`src/rtl/otter_pkg.sv`:
```
// Shared OTTER control types: opcodes, control-unit states and the
// PC-source / register-file write-select encodings used by the decoder.
package otter_pkg;

    typedef enum logic [6:0] {
        LUI    = 7'b0110111,
        AUIPC  = 7'b0010111,
        JAL    = 7'b1101111,
        JALR   = 7'b1100111,
        BRANCH = 7'b1100011,
        LOAD   = 7'b0000011,
        STORE  = 7'b0100011,
        OP_IMM = 7'b0010011,
        OP     = 7'b0110011,
        SYSTEM = 7'b1110011
    } opcode_t;

    typedef enum logic [2:0] {
        ST_INIT,
        ST_FETCH,
        ST_EXEC,
        ST_WB,
        ST_INTR
    } cu_state_t;

    typedef enum logic [2:0] {
        PC_SRC_PLUS4  = 3'd0,
        PC_SRC_JALR   = 3'd1,
        PC_SRC_BRANCH = 3'd2,
        PC_SRC_JAL    = 3'd3,
        PC_SRC_MTVEC  = 3'd4,
        PC_SRC_MEPC   = 3'd5
    } pc_src_t;

    typedef enum logic [1:0] {
        RF_WR_PC4 = 2'd0,
        RF_WR_CSR = 2'd1,
        RF_WR_MEM = 2'd2,
        RF_WR_ALU = 2'd3
    } rf_wr_sel_t;

    // Wide enough for INIT_CYCLES up to 15.
    localparam int unsigned INIT_CNT_W = 4;

endpackage

```
`src/rtl/otter_cu_fsm.sv`:
```
// Multicycle control-unit FSM for the OTTER RV32I MCU: sequences fetch,
// execute and load writeback, drives write/load strobes and counts retired
// instructions. Optional macro OTTER_INTR_EN adds the one-cycle ST_INTR entry.
module otter_cu_fsm
    import otter_pkg::*;
#(
    parameter int unsigned INSTRET_W   = 32,
    parameter int unsigned INIT_CYCLES = 1
) (
    input  logic                 clk,
    input  logic                 rst,
    input  logic [6:0]           opcode,
    input  logic [2:0]           func3,
    input  logic                 imem_ready,
    input  logic                 dmem_ready,
    input  logic                 intr,
    input  logic                 mie,
    output logic                 pc_write,
    output logic                 reg_write,
    output logic                 ir_load,
    output logic                 mem_rden1,
    output logic                 mem_rden2,
    output logic                 mem_we2,
    output logic                 rst_out,
    output logic                 int_taken,
    output logic                 illegal,
    output logic [INSTRET_W-1:0] instret
);

    localparam logic [INIT_CNT_W-1:0] INIT_LAST = INIT_CNT_W'(INIT_CYCLES - 1);

    cu_state_t             state_q, state_d;
    cu_state_t             done_state;
    logic [INIT_CNT_W-1:0] init_cnt_q, init_cnt_d;
    logic                  retire;

    // SYSTEM is retired uniformly; the CSR unit handles func3 itself.
    logic unused_func3;
    assign unused_func3 = ^func3;

    // Where an instruction goes once it leaves EXEC/WB (interrupt checked only here).
`ifdef OTTER_INTR_EN
    assign done_state = (intr & mie) ? ST_INTR : ST_FETCH;
`else
    logic unused_irq;
    assign unused_irq = intr ^ mie;
    assign done_state = ST_FETCH;
`endif

    // State register, init counter and retired-instruction counter.
    always_ff @(posedge clk) begin
        if (rst) begin
            state_q    <= ST_INIT;
            init_cnt_q <= '0;
            instret    <= '0;
        end else begin
            state_q    <= state_d;
            init_cnt_q <= init_cnt_d;
            if (retire) begin
                instret <= instret + INSTRET_W'(1);
            end
        end
    end

    // Next-state and strobe decode.
    always_comb begin
        state_d    = state_q;
        init_cnt_d = init_cnt_q;
        retire     = 1'b0;
        pc_write   = 1'b0;
        reg_write  = 1'b0;
        ir_load    = 1'b0;
        mem_rden1  = 1'b0;
        mem_rden2  = 1'b0;
        mem_we2    = 1'b0;
        rst_out    = 1'b0;
        int_taken  = 1'b0;
        illegal    = 1'b0;

        case (state_q)
            ST_INIT: begin
                rst_out = 1'b1;
                if (init_cnt_q == INIT_LAST) begin
                    state_d = ST_FETCH;
                end else begin
                    init_cnt_d = init_cnt_q + INIT_CNT_W'(1);
                end
            end
            ST_FETCH: begin
                mem_rden1 = 1'b1;
                if (imem_ready) begin
                    ir_load = 1'b1;
                    state_d = ST_EXEC;
                end
            end
            ST_EXEC: begin
                case (opcode)
                    LUI, AUIPC, OP, OP_IMM, JAL, JALR: begin
                        pc_write  = 1'b1;
                        reg_write = 1'b1;
                        retire    = 1'b1;
                        state_d   = done_state;
                    end
                    BRANCH, SYSTEM: begin
                        pc_write = 1'b1;
                        retire   = 1'b1;
                        state_d  = done_state;
                    end
                    STORE: begin
                        mem_we2 = 1'b1;
                        if (dmem_ready) begin
                            pc_write = 1'b1;
                            retire   = 1'b1;
                            state_d  = done_state;
                        end
                    end
                    LOAD: begin
                        mem_rden2 = 1'b1;
                        state_d   = ST_WB;
                    end
                    default: begin
                        pc_write = 1'b1;
                        illegal  = 1'b1;
                        state_d  = done_state;
                    end
                endcase
            end
            ST_WB: begin
                mem_rden2 = 1'b1;
                if (dmem_ready) begin
                    reg_write = 1'b1;
                    pc_write  = 1'b1;
                    retire    = 1'b1;
                    state_d   = done_state;
                end
            end
`ifdef OTTER_INTR_EN
            ST_INTR: begin
                int_taken = 1'b1;
                pc_write  = 1'b1;
                state_d   = ST_FETCH;
            end
`endif
            default: begin
                state_d = ST_INIT;
            end
        endcase

        // A reset cycle never lets a write or retire through, even mid-instruction.
        if (rst) begin
            retire    = 1'b0;
            pc_write  = 1'b0;
            reg_write = 1'b0;
            ir_load   = 1'b0;
            mem_rden1 = 1'b0;
            mem_rden2 = 1'b0;
            mem_we2   = 1'b0;
            int_taken = 1'b0;
            illegal   = 1'b0;
            rst_out   = 1'b1;
        end
    end

endmodule
```
`config.mk`:
```
export PLATFORM = sky130hd
export DESIGN_NAME = otter_cu_fsm
export DESIGN_NICKNAME = d
export VERILOG_FILES = /design/src/rtl/otter_pkg.sv /design/src/rtl/otter_cu_fsm.sv
export SDC_FILE = /design/constraint.sdc
export NUM_CORES = 1
export LEC_CHECK = 0
export CAP_MARGIN = 20
export CORE_ASPECT_RATIO = 0.9
export CORE_UTILIZATION = 49
export DETAILED_ROUTE_END_ITERATION = 8
export GPL_TIMING_DRIVEN = 0
export PLACE_DENSITY = 0.8
export SETUP_SLACK_MARGIN = 0.05
export SYNTH_ARGS = -nofsm -noshare
export SYNTH_HDL_FRONTEND = slang
export SYNTH_SLANG_ARGS = --single-unit
```
`constraint.sdc`:
```
create_clock -name clk -period 2.99 [get_ports clk]
set_input_delay 0.4485 -clock clk [delete_from_list [all_inputs] [get_ports clk]]
set_output_delay 0.4485 -clock clk [all_outputs]
set_load 0.03 [all_outputs]
```
==> results.json <==
{
  "cap_viol_max_count": 0,
  "drc": 0,
  "p_per_area_nw_per_um2": 323.9,
  "synth_top_flop_cell": "dfxtp_1",
  "dieHeight_um": 66.10,
  "drive_gt1_share_pct": 8.000,
  "root_buffer": "clkbuf_8",
  "ios": 57,
  "min_from": "instret[31]$_SDFFE_PP0P_",
  "clk_pin_slew_ns": 0.07,
  "drv_slew": 0,
  "switchingPower_uw": 222.7,
  "first_global_vias": 2038,
  "synth_top_area_share_pct": 34.90,
  "crit_chain": "clkdlybuf4s50_1 > or3b_4 > a211o_1 > buf_2 > a21oi_1 > buf_2",
  "reg2reg_from": "state_q[1]$_SDFFE_PP0P_",
  "cp_common_cell": "buf_2",
  "num_rows": 22,
  "start_kind": "primary input",
  "grt_antenna_before_repair": 0,
  "setup_viol": 0,
  "status": "completed",
  "hold_class": "reg2reg",
  "vias": 2226,
  "slowest_delay_ns": 0.57,
  "synth_edf_count": 0,
  "diodes": 0,
  "min_path_cells": 2,
  "grt-ovfl-total": 0,
  "synthDistinctLibCells": 54,
  "path_class": "in2out",
  "skew_ns": 0.005513,
  "crit_arrival_ns": 2.37,
  "yosysWarnings": 0,
  "dieWidth_um": 73.23,
  "max_slew.worst_pin.slew_ns": 0.8404,
  "synth_area_leader_cell": "dfxtp_1",
  "dp.cells": 377,
  "worstHoldEndpoint": "instret[31]$_SDFFE_PP0P_",
  "syn_inst": 269,
  "end_kind": "primary output",
  "async_reset_ff_share_pct": 0,
  "seqPwrFrac_pct": 56.1,
  "cpLargestDelayFamily": "buffers and inverters",
  "layout_min_cycle_time_ns": 2.820,
  "combPwrFrac_pct": 6.1,
  "area_delta_synth_final_pct": 28.36,
  "synth.most_common_cell": "dfxtp_1",
  "instances_no_fill": 385,
  "switching_share_pct": 23.95,
  "synth_seq_cells": 39,
  "netlist_area_um2": 2237,
  "critPathRequiredTime_ns": 2.54,
  "hold_viol": 0,
  "worst_r2r_endpoint": "instret[28]$_SDFFE_PP0P_",
  "synthTopCellsByArea": "dfxtp_1 (35%), a21oi_1 (5.6%), or4_1 (4.4%), nand3_1 (4.0%), o31ai_1 (4.0%)",
  "drt-initial-drc-count": 122,
  "h-tree-depth": 2,
  "antenna_left": 0,
  "cts_tree": "done",
  "nNetsFinal": 343,
  "grt_pass1_wl_mm": 9.397,
  "synth-seq-area-share_pct": 34.90,
  "rsz0062_at_grt": "no",
  "intPower_uw": 707.3,
  "fillers": 392,
  "cp_num_buf_inv": 3,
  "cts_num_sinks": 39,
  "coreArea_um2": 4239,
  "r2r_cells": 6,
  "rrSetupSlack_ns": 0.60,
  "hold_ws_ns": 0.4868,
  "fin_crit_sh_pct": 94.32,
  "ctsHoldBuffers": 0,
  "relSlewSlack_pct": 43.09,
  "post_cts_buffers": 0,
  "final_util_pct": 67.74,
  "clock_path_buffers": 2,
  "fp.dieArea_um2": 4840,
  "syn_area_per_cell_um2": 8.317,
  "peakVddDrop_mv": 0.2808,
  "drt_wl_total_mm": 5.672,
  "crit_fanout": 10,
  "dpl.hpwl_mm": 4.064,
  "worstSkewPairLatency_ns": 0.30,
  "avgRoutedWirePerCell_um": 14.73,
  "clkPwrFrac_pct": 37.7,
  "cpMaxStageDelayCell": "clkdlybuf4s50_1",
  "grt_max_degree": 12,
  "track_usage_pct": 25.48,
  "fmax_ghz": 0.3546,
  "synthTopCellsByCount": "dfxtp_1 (39), a21oi_1 (25), nand3_1 (18)",
  "p_leak_uw": 0.0009422,
  "finalWeightedCongestion": 0.8037,
  "start_util_pct": 52.77,
  "viasPerCell": 5.782,
  "detail_route.first_pass.iterations": 4,
  "cts_made_buffers": 5,
  "port_buffers": 47
}
## worst reg2reg max path, stage by stage, from the launching register on
cell,delay [ns]
dfxtp_1,0.33
buf_4,0.15
nor3b_1,0.32
o2111ai_2,0.40
a311oi_2,0.73
a41o_1,0.28
a21oi_1,0.06
## flip-flops by register name, indices dropped and copies added, names as in the netlist
name        flops
init_cnt_q      4
instret        32
state_q         3
## cells in the final DEF (no fill, tap or decap), types with 10 or more instances in the layout
cell type,netlist,final
dfxtp_1,39,39
nand3_1,18,18
or4_1,13,13
clkbuf_1,11,12
xnor2_1,10,10
a21oi_1,25,25
nor2_1,17,17
inv_1,12,12
nand4_1,10,10
clkdlybuf4s50_1,0,42
nand2_1,17,17
o31ai_1,12,12
## power by group through the flow
stage,combinational (uW),sequential [uW],clock [uW]
after floorplan,33.8,534,0
final,57.2,522,351
after detailed placement,56.3,534,0
after global routing,61.8,522,377
after global placement,56.0,534,0
after CTS,56.8,522,357
## metrics by stage
stage / power (uW) / instance area, um2 / TNS [ns] / worst slack (ns)
after global placement: 590.0 / 2786 / -0.4977 / -0.2742
after CTS: 935.9 / 2873 / 0 / 0.05930
final: 930.0 / 2872 / 0 / 0.1698
after global routing: 960.7 / 2872 / 0 / 0.09224
after detailed placement: 590.6 / 2786 / -0.5332 / -0.2892
after floorplan: 567.7 / 2241 / 0 / 0.09967
## worst max path at each step
stage,startpoint,cells after the start,end
6_report,opcode[4],6,reg_write
5_1_grt,opcode[4],6,reg_write
3_3_place_gp,opcode[4],6,reg_write
2_1_floorplan,opcode[5],4,illegal
3_5_place_dp,opcode[4],6,reg_write
4_1_cts,opcode[1],6,mem_rden2
## routing by layer
layer,wire length (um),GRT usage [%],up-vias
li1,-,-,1120
met1,2641,33.27,1040
met2,2674,40.86,57
met3,256,6.098,9
met4,99,8.824,0
met5,0,0,-
## repair_timing
item / CTS / global route
setup endpoints to repair: 3 / 3
resized for setup: 7 / 4
pin swaps: 0 / 0
## cells by family (layout without fill, tap and decap cells)
kind of cell    Yosys count  in the layout  synth area share, %
mux                       2              2               0.9508
compound gates           71             71                23.32
fa+ha+maj                 3              3                1.678
flops                    39             39                34.90
buf+inv                  30             85                5.872
simple gates            111            111                28.41
xor+xnor                 12             12                4.698
other cells               1              2               0.1676
## cell type report
type                    instances  area (um2)  area share, %
well taps                      60       75.07          2.614
flip-flops and latches         39       780.7          27.19
repair buffers                 47       467.9          16.30
plain buffers                  17       83.83          2.919
clock buffers                   7       76.32          2.658
clock inverters                 1       5.005         0.1743
inverters                      13       48.80          1.699
multi-input cells             201        1334          46.45
(Power assumes the default switching activity.)
